## src/rtl/fetch_ctrl_pkg.sv

```systemverilog
// Shared types for the fetch redirect controller: FSM states, redirect
// source encoding (ordered by priority) and the default drain length.
package fetch_ctrl_pkg;

  localparam int DRAIN_CYCLES_DEF = 3;

  typedef enum logic [1:0] {
    ST_RUN   = 2'd0,
    ST_HOLD  = 2'd1,
    ST_DRAIN = 2'd2,
    ST_ISSUE = 2'd3
  } state_e;

  // Numeric order doubles as priority order: EX > CSR > ID > NONE.
  typedef enum logic [1:0] {
    SRC_NONE = 2'd0,
    SRC_ID   = 2'd1,
    SRC_CSR  = 2'd2,
    SRC_EX   = 2'd3
  } src_e;

  typedef struct packed {
    src_e        src;
    logic [31:0] pc;
  } redir_t;

endpackage

```

## src/rtl/redirect_arb.sv

```systemverilog
// Combinational priority pick among the three redirect sources.
module redirect_arb
  import fetch_ctrl_pkg::*;
(
  input  logic        ex_valid,
  input  logic [31:0] ex_pc,
  input  logic        csr_valid,
  input  logic [31:0] csr_pc,
  input  logic        id_valid,
  input  logic [31:0] id_pc,
  output redir_t      req
);

  always_comb begin
    req = '{src: SRC_NONE, pc: 32'd0};
    if (ex_valid)       req = '{src: SRC_EX,  pc: ex_pc};
    else if (csr_valid) req = '{src: SRC_CSR, pc: csr_pc};
    else if (id_valid)  req = '{src: SRC_ID,  pc: id_pc};
  end

endmodule

```

## src/rtl/fetch_ctrl.sv

```systemverilog
// Fetch redirect controller: turns EX/ID/CSR redirects, load-use bubbles and
// imem stalls into registered fetch controls. CSR redirects drain first.
module fetch_ctrl
  import fetch_ctrl_pkg::*;
#(
  parameter int DRAIN_CYCLES = DRAIN_CYCLES_DEF
) (
  input  logic        clk,
  input  logic        rst,
  input  logic        ex_redirect_valid,
  input  logic [31:0] ex_redirect_pc,
  input  logic        id_redirect_valid,
  input  logic [31:0] id_redirect_pc,
  input  logic        csr_redirect_valid,
  input  logic [31:0] csr_redirect_pc,
  input  logic        load_use_hazard,
  input  logic        imem_stall,
  output logic        keep,
  output logic        nop,
  output logic        branch_PC_contral,
  output logic [31:0] branch_PC,
  output logic        branch_PC_early_contral,
  output logic [31:0] branch_PC_early,
  output logic        csr_PC_contral,
  output logic [31:0] csr_PC,
  output logic        flush_id,
  output logic        flush_ex,
  output logic [15:0] redirect_count
);

  state_e      state_q, state_d;
  logic [3:0]  cnt_q, cnt_d;
  logic [31:0] cpc_q, cpc_d;
  redir_t      pend_q, pend_d;
  redir_t      arb_req, eff;

  logic        keep_q, keep_d, nop_q, nop_d, fid_q, fid_d, fex_q, fex_d;
  logic        bc_q, bc_d, bec_q, bec_d, cc_q, cc_d;
  logic [31:0] bpc_q, bpc_d, bepc_q, bepc_d, cspc_q, cspc_d;
  logic [15:0] cnt16_q, cnt16_d;

  redirect_arb u_arb (
    .ex_valid  (ex_redirect_valid),
    .ex_pc     (ex_redirect_pc),
    .csr_valid (csr_redirect_valid),
    .csr_pc    (csr_redirect_pc),
    .id_valid  (id_redirect_valid),
    .id_pc     (id_redirect_pc),
    .req       (arb_req)
  );

  // Merge a held redirect with this cycle's arrival; ties go to the newer one.
  assign eff = (arb_req.src >= pend_q.src) ? arb_req : pend_q;

  always_comb begin
    state_d = state_q;
    cnt_d   = cnt_q;
    cpc_d   = cpc_q;
    pend_d  = pend_q;
    keep_d  = 1'b0;
    nop_d   = 1'b0;
    fid_d   = 1'b0;
    fex_d   = 1'b0;
    bc_d    = 1'b0;
    bec_d   = 1'b0;
    cc_d    = 1'b0;
    bpc_d   = 32'd0;
    bepc_d  = 32'd0;
    cspc_d  = 32'd0;
    unique case (state_q)
      ST_RUN, ST_HOLD, ST_ISSUE: begin
        if (imem_stall) begin
          keep_d  = 1'b1;
          state_d = ST_HOLD;
          pend_d  = eff;
        end else begin
          state_d = ST_RUN;
          pend_d  = '{src: SRC_NONE, pc: 32'd0};
          unique case (eff.src)
            SRC_EX: begin
              bc_d  = 1'b1;
              bpc_d = eff.pc;
              nop_d = 1'b1;
              fid_d = 1'b1;
              fex_d = 1'b1;
            end
            SRC_CSR: begin
              state_d = ST_DRAIN;
              cnt_d   = 4'(DRAIN_CYCLES - 1);
              cpc_d   = eff.pc;
              nop_d   = 1'b1;
            end
            SRC_ID: begin
              bec_d  = 1'b1;
              bepc_d = eff.pc;
              nop_d  = 1'b1;
              fid_d  = 1'b1;
            end
            default: nop_d = load_use_hazard;
          endcase
        end
      end
      ST_DRAIN: begin
        // New requests are dropped here; the trap source is older than all of them.
        if (imem_stall) begin
          keep_d = 1'b1;
        end else if (cnt_q == 4'd0) begin
          state_d = ST_ISSUE;
          cc_d    = 1'b1;
          cspc_d  = cpc_q;
          nop_d   = 1'b1;
          fid_d   = 1'b1;
          fex_d   = 1'b1;
        end else begin
          cnt_d = cnt_q - 4'd1;
          nop_d = 1'b1;
        end
      end
      default: state_d = ST_RUN;
    endcase
    cnt16_d = cnt16_q + 16'(bc_d | bec_d | cc_d);
  end

  always_ff @(posedge clk or negedge rst) begin
    if (!rst) begin
      state_q <= ST_RUN;
      cnt_q   <= 4'd0;
      cpc_q   <= 32'd0;
      pend_q  <= '{src: SRC_NONE, pc: 32'd0};
      keep_q  <= 1'b0;
      nop_q   <= 1'b0;
      fid_q   <= 1'b0;
      fex_q   <= 1'b0;
      bc_q    <= 1'b0;
      bec_q   <= 1'b0;
      cc_q    <= 1'b0;
      bpc_q   <= 32'd0;
      bepc_q  <= 32'd0;
      cspc_q  <= 32'd0;
      cnt16_q <= 16'd0;
    end else begin
      state_q <= state_d;
      cnt_q   <= cnt_d;
      cpc_q   <= cpc_d;
      pend_q  <= pend_d;
      keep_q  <= keep_d;
      nop_q   <= nop_d;
      fid_q   <= fid_d;
      fex_q   <= fex_d;
      bc_q    <= bc_d;
      bec_q   <= bec_d;
      cc_q    <= cc_d;
      bpc_q   <= bpc_d;
      bepc_q  <= bepc_d;
      cspc_q  <= cspc_d;
      cnt16_q <= cnt16_d;
    end
  end

  assign keep                    = keep_q;
  assign nop                     = nop_q;
  assign flush_id                = fid_q;
  assign flush_ex                = fex_q;
  assign branch_PC_contral       = bc_q;
  assign branch_PC               = bpc_q;
  assign branch_PC_early_contral = bec_q;
  assign branch_PC_early         = bepc_q;
  assign csr_PC_contral          = cc_q;
  assign csr_PC                  = cspc_q;
  assign redirect_count          = cnt16_q;

endmodule
```

## config.mk

```make
export PLATFORM = sky130hd
export DESIGN_NAME = fetch_ctrl
export DESIGN_NICKNAME = d
export VERILOG_FILES = /design/src/rtl/fetch_ctrl_pkg.sv /design/src/rtl/redirect_arb.sv /design/src/rtl/fetch_ctrl.sv
export SDC_FILE = /design/constraint.sdc
export NUM_CORES = 1
export LEC_CHECK = 0
export CORE_MARGIN = 1.5
export CORE_UTILIZATION = 50
export CTS_BUF_LIST = sky130_fd_sc_hd__clkbuf_8
export DETAILED_ROUTE_END_ITERATION = 10
export GPL_ROUTABILITY_DRIVEN = 0
export HOLD_SLACK_MARGIN = 0.06
export PLACE_DENSITY = 0.88
export SLEW_MARGIN = 20
export SYNTH_ARGS = -nofsm -noshare
export SYNTH_HDL_FRONTEND = slang
export SYNTH_SLANG_ARGS = --single-unit
```

## constraint.sdc

```tcl
create_clock -name clk -period 3.9 [get_ports clk]
set_clock_uncertainty 0.05 [all_clocks]
set_input_delay 0.78 -clock clk [delete_from_list [all_inputs] [get_ports clk]]
set_output_delay 0.78 -clock clk [all_outputs]
set_load 0.005 [all_outputs]
```

======== After elaboration in Yosys (flattened, before gate mapping) ========
Cells that the tools add are included.
storage, ports and cells
  ROM bits ................................ 0
  bits in writable memories ............... 0
  bits in registers ....................... 191
  memories kept ........................... 0
  bits in latches ......................... 0
cells by class
  magnitude comparators ................... 1
  shift operators ......................... 0
  bitwise logic cells ..................... 3
  div/mod/pow operators ................... 0
  $add $sub $neg .......................... 2
  multiplexer cells ....................... 43
  equal/unequal tests ..................... 11
  reduce and logical (&&, ||, !) cells .... 9
  $mul .................................... 0
operator list
  kind                                                   number
  two-way mux 32 bit                                     9
  two-way mux 34 bit                                     4
  two-way mux 33 bit                                     1
  adder 16 x 1 -> 16 bit                                 1
  two-way mux 1 bit                                      16
  two-way mux 4 bit                                      4
  == test 2 bit, second input constant                   4
  two-way mux 2 bit                                      4
  inequality test 2 bit, second input constant           4
  case mux 4 bit (2 select lines)                        1
  case mux 1 bit (2 select lines)                        3
  OR reduction 3 bit                                     2
  == test 2 x 1 -> 1 bit, second input constant          2
  zero test 4 bit                                        1
  case mux 2 bit (2 select lines)                        1
  AND reduction 4 bit                                    1
  OR reduction 4 bit                                     1
  subtractor 4 x 1 -> 4 bit, second input constant       1
  AND reduction 3 bit                                    1
  >= comparator 2 bit                                    1
  zero test 2 bit                                        1
  inequality test 2 x 1 -> 1 bit, second input constant  1
  OR 1 bit                                               2
  AND reduction 2 bit                                    1
  2 further kinds                                        2

======== Longest topological paths before layout ========
  word-level depth ........................ 12
  gate-level depth with buffers ........... 18

======== By module ========
A second synthesis with hierarchy kept.
unflattened totals
  cell total of the unflattened synthesis .. 804
  area total of the unflattened synthesis .. 8,476.9 um^2
by module, submodules not included
  module        cells each  area each (um^2)  times used
  fetch_ctrl    655         7,549.7           1
  redirect_arb  149         927.1             1

======== Worst setup path after synthesis ========
OpenSTA, ideal clock, no wires.
  kind .................................... input port to flip-flop
  start ................................... in csr_redirect_valid
  end ..................................... reg cnt16_q[15], in the netlist redirect_count[15]
  arrival ................................. 3.733 ns
  path slack .............................. -0.006 ns
  cell stages on the path ................. 17
  cell sequence ........................... buf_2 -> nor2b_1 -> buf_2 -> buf_2 -> nor2_1 -> ha_1 -> nand2b_4 -> a21oi_2 -> buf_4 -> buf_2 -> nor3_1 -> o31ai_1 -> ha_1 -> nand2_1 -> nor4_1 -> nand3_1 -> xnor2_1
between the ends
  word-level cells in the longest chain between the ends .. 11
  elaborated cells on any way between the ends .. 15
ends and longest elaborated chain
  what                                                     line                text
  start: declaration                                       fetch_ctrl.sv:14    input logic csr_redirect_valid,
  two-way mux 34 bit *                                     redirect_arb.sv:17  else if (csr_valid) req = '{src: SRC_CSR, pc: csr_pc};
  two-way mux 34 bit *                                     redirect_arb.sv:16  if (ex_valid) req = '{src: SRC_EX, pc: ex_pc};
  >= comparator 2 bit                                      fetch_ctrl.sv:53    assign eff = (arb_req.src >= pend_q.src) ? arb_req : pend_q;
  two-way mux 34 bit *                                     fetch_ctrl.sv:53
  == test 2 bit or == test 2 x 1 -> 1 bit (tied branches)  fetch_ctrl.sv:79    unique case (eff.src)
  two-way mux 1 bit                                        fetch_ctrl.sv:79
  two-way mux 1 bit                                        fetch_ctrl.sv:72    if (imem_stall) begin
  two-way mux 1 bit                                        fetch_ctrl.sv:70    unique case (state_q)
  OR 1 bit * (2 in series)                                 fetch_ctrl.sv:121   cnt16_d = cnt16_q + 16'(bc_d | bec_d | cc_d);
  adder 16 x 1 -> 16 bit *                                 fetch_ctrl.sv:121
  named net cnt16_d[15]                                    fetch_ctrl.sv:40    logic [15:0] cnt16_q, cnt16_d;
  end signal: assignment                                   fetch_ctrl.sv:156   cnt16_q <= cnt16_d;
  end: declaration                                         fetch_ctrl.sv:40
Mark *: on every way through the listed nets, which the timed path passes. The rest lies on a longest branch.
A chain may end at the register's enable or synchronous reset.

======== Final worst setup path ========
  start ................................... in id_redirect_valid
  end ..................................... reg cnt16_q[15], in the netlist redirect_count[15]
between the ends
  word-level cells in the longest chain between the ends .. 12
  elaborated cells on any way between the ends .. 16
ends and longest elaborated chain
  what                                                     line                text
  start: declaration                                       fetch_ctrl.sv:12    input logic id_redirect_valid,
  two-way mux 33 bit *                                     redirect_arb.sv:18  else if (id_valid) req = '{src: SRC_ID, pc: id_pc};
  two-way mux 34 bit *                                     redirect_arb.sv:17
  two-way mux 34 bit *                                     redirect_arb.sv:16
  >= comparator 2 bit                                      fetch_ctrl.sv:53
  two-way mux 34 bit *                                     fetch_ctrl.sv:53
  == test 2 bit or == test 2 x 1 -> 1 bit (tied branches)  fetch_ctrl.sv:79
  two-way mux 1 bit                                        fetch_ctrl.sv:79
  two-way mux 1 bit                                        fetch_ctrl.sv:72
  two-way mux 1 bit                                        fetch_ctrl.sv:70
  OR 1 bit * (2 in series)                                 fetch_ctrl.sv:121
  adder 16 x 1 -> 16 bit *                                 fetch_ctrl.sv:121
  named net cnt16_d[15]                                    fetch_ctrl.sv:40
Marks and branches as above.

==> run summary <==
STATUS
--------------------------------------------------------------------------------------------------
Outcome                                                                               finished clean

CTS
--------------------------------------------------------------------------------------------------
Clk root buf                                                                          sky130_fd_sc_hd__clkbuf_8
Number of CTS-inserted buffers                                                                  17
Clock transition time at the flip-flop clock pins of the worst setup and hold paths        0.10 ns
# hold bufs at CTS                                                                               0
Later-pin clock latency in the skew report                                                 0.47 ns
CTS tree                                                                                       yes
Clock sinks                                                                                    191
Clk buf depth                                                                                    2
Post-CTS setup buffers                                                                           0
Cells resized by post-CTS repair                                                                 0
CTS H-tree depth                                                                                 4

LOGIC SYNTHESIS
--------------------------------------------------------------------------------------------------
Flip-flop and latch count after synthesis                                                      191
Most frequently used flop master after synthesis                                      sky130_fd_sc_hd__dfrtp_1
Netlist Area Pre-Place                                                                 0.00788 mm²
YS warnings                                                                                      0
Asr flop ratio synth                                                                          1.00
Number of standard cells after synthesis                                                       703
Sequential element share of the synthesized area                                             0.606
Net count of the mapped netlist                                                                811
Yosys cell types                                                                                43
Number of enable flip-flop cells after synthesis                                                 0
Syn avg cell area                                                                         11.2 µm²

PLACEMENT
--------------------------------------------------------------------------------------------------
HPWL reported at the end of detailed placement                                           13,900 µm
Port Buf Inserts                                                                               221
Cell count after placement                                                                   1,097

POWER AND IR DROP
--------------------------------------------------------------------------------------------------
Power density relative to cell area                                                     527 mW/mm²
Fraction of power spent switching nets                                                       0.350
Total leakage power                                                                        4.62 nW
Share of total power in combinational logic                                                  0.318
Internal portion of total power                                                            3.66 mW
Clock power frac                                                                             0.220
Peak supply drop                                                                          0.319 mV
Switching power                                                                            1.97 mW
Sequential group share of total power                                                        0.462

GLOBAL ROUTING
--------------------------------------------------------------------------------------------------
Initial antenna violation count                                                                  1
First-pass GRT wire length                                                               32,500 µm
Maximum number of pins on one net before global-route repair                                    79
Vias in the first global route                                                               6,200
All-Layer GR Usage                                                                           0.257
GR Overflow Total                                                                                0

FLOORPLAN
--------------------------------------------------------------------------------------------------
Placeable core region                                                                   0.0153 mm²
Number of placement rows                                                                        45
Width of the die                                                                            129 µm
Num ports                                                                                      222
Initial Util                                                                                 0.515
Total Die Area                                                                          0.0165 mm²
Die Ht                                                                                      129 µm

CRITICAL PATH
--------------------------------------------------------------------------------------------------
Endpoint class of the critical path                                                      flip-flop
Start of the worst register-to-register path                                          pend_q[32]$_DFFE_PN0N_
Critical setup path kind                                                              primary input to flip-flop
Category of the worst setup path launch point                                         primary input
CP Data Required Time                                                                      4.21 ns
Arrival time of data at the critical path endpoint                                         3.72 ns
Worst setup path startpoint                                                           id_redirect_valid
Top fanout value on the critical path                                                            3

FINISH
--------------------------------------------------------------------------------------------------
Area Growth Syn to Fin                                                                       35.5%
Number of nets in the finished design                                                        1,013
Final cell utilization of the core                                                           0.698
Final non-filler cell total                                                                  1,130
Ratio of cells with drive above 1 in the final layout                                       0.0871

ROUTE
--------------------------------------------------------------------------------------------------
Via total after detailed routing                                                             6,153
Routed Antenna Nets                                                                              0
Sum of routed wire length over all layers                                                20,800 µm
Number of iterations in the first detailed-routing pass                                          5
Via density per instance                                                                      5.45
Iteration-0 DRC count of the detailed router                                                   395
DR WL/cell                                                                                 18.4 µm
Remaining routing DRC violations                                                                 0

TIMING
--------------------------------------------------------------------------------------------------
Pins Over Slew Limit                                                                             0
Actual slew at the worst max-slew pin                                                     0.997 ns
Remaining max-slew budget at the tightest pin                                                0.334
Setup repair after global routing missed its margin                                             no
Number of endpoints failing setup at the final stage                                             0
Number of hold violations in the final report                                                    0
Setup TNS                                                                                     0 ns
Portion of the clock cycle consumed by the worst path in the final layout                    0.875
Minimum clock period after layout                                                          3.41 ns
Peak clock frequency supported by timing                                                   293 MHz

FLOW RUN
--------------------------------------------------------------------------------------------------
Max_cap viols                                                                                    0

WORST HOLD PATH
--------------------------------------------------------------------------------------------------
Worst hold path type                                                                  primary input to async pin

per-stage QoR:
step	hold slack [ns]	worst slack [ns]	total power [mW]	instance area [µm²]
2_1_floorplan	0.400	0.0494	3.67	7890
4_1_cts	0.286	0.531	5.66	10700
5_1_grt	0.301	0.362	5.95	10700
3_3_place_gp	0.413	0.200	4.35	10300
3_5_place_dp	0.415	0.0269	4.43	10300
6_report	0.284	0.486	5.63	10700
metal layers:
| layer | global-route usage | vias up | routed length (µm) |
|---|---|---|---|
| li1 | - | 2849 | - |
| met1 | 0.323 | 3023 | 8500 |
| met2 | 0.431 | 246 | 10300 |
| met3 | 0.0707 | 35 | 1500 |
| met4 | 0.0932 | 0 | 531 |
| met5 | 0 | - | 0 |
kinds of logic after synthesis:
kind of cell,Yosys count,synth area share
XOR/XNOR,14,0.0156
flip-flops,191,0.606
adder cells (fa/ha/maj),5,0.00794
buffers and inverters,96,0.0549
AO/OA/AOI/OAI,116,0.118
AND/OR/NAND/NOR,246,0.153
multiplexers,35,0.0448
final timing paths:
check	to	slack [ns]	depth (start not counted)
max	redirect_count[15]$_DFF_PN0_	0.49	13
min	csr_PC[26]$_DFF_PN0_	0.28	1
max reg2reg	redirect_count[15]$_DFF_PN0_	1.06	10
min reg2reg	redirect_count[15]$_DFF_PN0_	0.42	1
max in group asynchronous	redirect_count[0]$_DFF_PN0_	2.69	2
min in group clk	redirect_count[15]$_DFF_PN0_	0.42	1
cell usage in the layout, fill, tap and decap left out, types with 2 or more instances in the layout:
cell                              count
sky130_fd_sc_hd__clkinv_4             4
sky130_fd_sc_hd__xor2_1               5
sky130_fd_sc_hd__buf_2                2
sky130_fd_sc_hd__nor2b_1             32
sky130_fd_sc_hd__nor2_1              43
sky130_fd_sc_hd__inv_1               41
sky130_fd_sc_hd__mux2_2               2
sky130_fd_sc_hd__nand2_1             44
sky130_fd_sc_hd__buf_4               14
sky130_fd_sc_hd__a221o_1             32
sky130_fd_sc_hd__dfrtp_1            191
sky130_fd_sc_hd__buf_12               3
sky130_fd_sc_hd__o31ai_1              2
sky130_fd_sc_hd__o21ai_0              6
sky130_fd_sc_hd__a21oi_1              4
sky130_fd_sc_hd__a22oi_1             19
sky130_fd_sc_hd__nand2b_1             2
sky130_fd_sc_hd__a22oi_2             13
sky130_fd_sc_hd__nor3_1             102
sky130_fd_sc_hd__nand3_1              5
sky130_fd_sc_hd__clkinvlp_4           2
sky130_fd_sc_hd__nand4_1              3
sky130_fd_sc_hd__and3_1               2
sky130_fd_sc_hd__o32ai_1              2
sky130_fd_sc_hd__mux2i_1             32
sky130_fd_sc_hd__clkbuf_8            20
sky130_fd_sc_hd__clkdlybuf4s50_1    218
sky130_fd_sc_hd__xnor2_1              9
sky130_fd_sc_hd__inv_6                4
sky130_fd_sc_hd__o21ai_1             32
sky130_fd_sc_hd__nor2b_4              2
sky130_fd_sc_hd__inv_8                3
sky130_fd_sc_hd__ha_1                 5
power groups by stage:
stage	clock network (mW)	logic [mW]	registers [mW]
after floorplan	0	1.07	2.60
after global placement	0	1.73	2.62
after detailed placement	0	1.79	2.64
after CTS	1.27	1.80	2.60
after global routing	1.35	1.96	2.64
final	1.24	1.79	2.60
sequential cells by signal, indices dropped and copies added (netlist names), 2 cells and up:
register	count
pend_q	34
branch_PC	32
branch_PC_early	32
cpc_q	32
csr_PC	32
redirect_count	16
cnt_q	4
state_q	2
cells in the mapped netlist (14+ instances only):
master / instances / share of area
sky130_fd_sc_hd__dfrtp_1: 191 / 0.61
sky130_fd_sc_hd__nor3_1: 102 / 0.065
sky130_fd_sc_hd__nand2_1: 45 / 0.021
sky130_fd_sc_hd__nor2_1: 44 / 0.021
sky130_fd_sc_hd__inv_1: 41 / 0.020
sky130_fd_sc_hd__clkbuf_1: 35 / 0.017
sky130_fd_sc_hd__nor2b_1: 34 / 0.027
sky130_fd_sc_hd__mux2i_1: 33 / 0.042
sky130_fd_sc_hd__a221o_1: 32 / 0.041
sky130_fd_sc_hd__o21ai_1: 32 / 0.020
sky130_fd_sc_hd__a22oi_1: 19 / 0.018
sky130_fd_sc_hd__buf_2: 14 / 0.0089
cell type report:
type	count	area, µm²
Timing Repair Buffer	238	2370
Clock buffer	19	262
Antenna cell	1	2.50
Fill cell	1134	4630
Clock inverter	13	119
Multi-Input combinational cell	416	2730
Sequential cell	191	4780
Tap cell	211	264
Inverter	41	154
worst max-delay path, cell delays in order:
cell                              delay [ns]
sky130_fd_sc_hd__clkdlybuf4s50_1        0.50
sky130_fd_sc_hd__nor2b_4                0.16
sky130_fd_sc_hd__nor2_1                 0.06
sky130_fd_sc_hd__ha_1                   0.35
sky130_fd_sc_hd__nand2b_4               0.17
sky130_fd_sc_hd__a21oi_4                0.06
sky130_fd_sc_hd__and2_1                 0.18
sky130_fd_sc_hd__o31ai_1                0.33
sky130_fd_sc_hd__ha_1                   0.26
sky130_fd_sc_hd__nand2_1                0.12
sky130_fd_sc_hd__nor4_2                 0.42
sky130_fd_sc_hd__nand3_1                0.17
sky130_fd_sc_hd__xnor2_1                0.15
(Power assumes the default switching activity.)
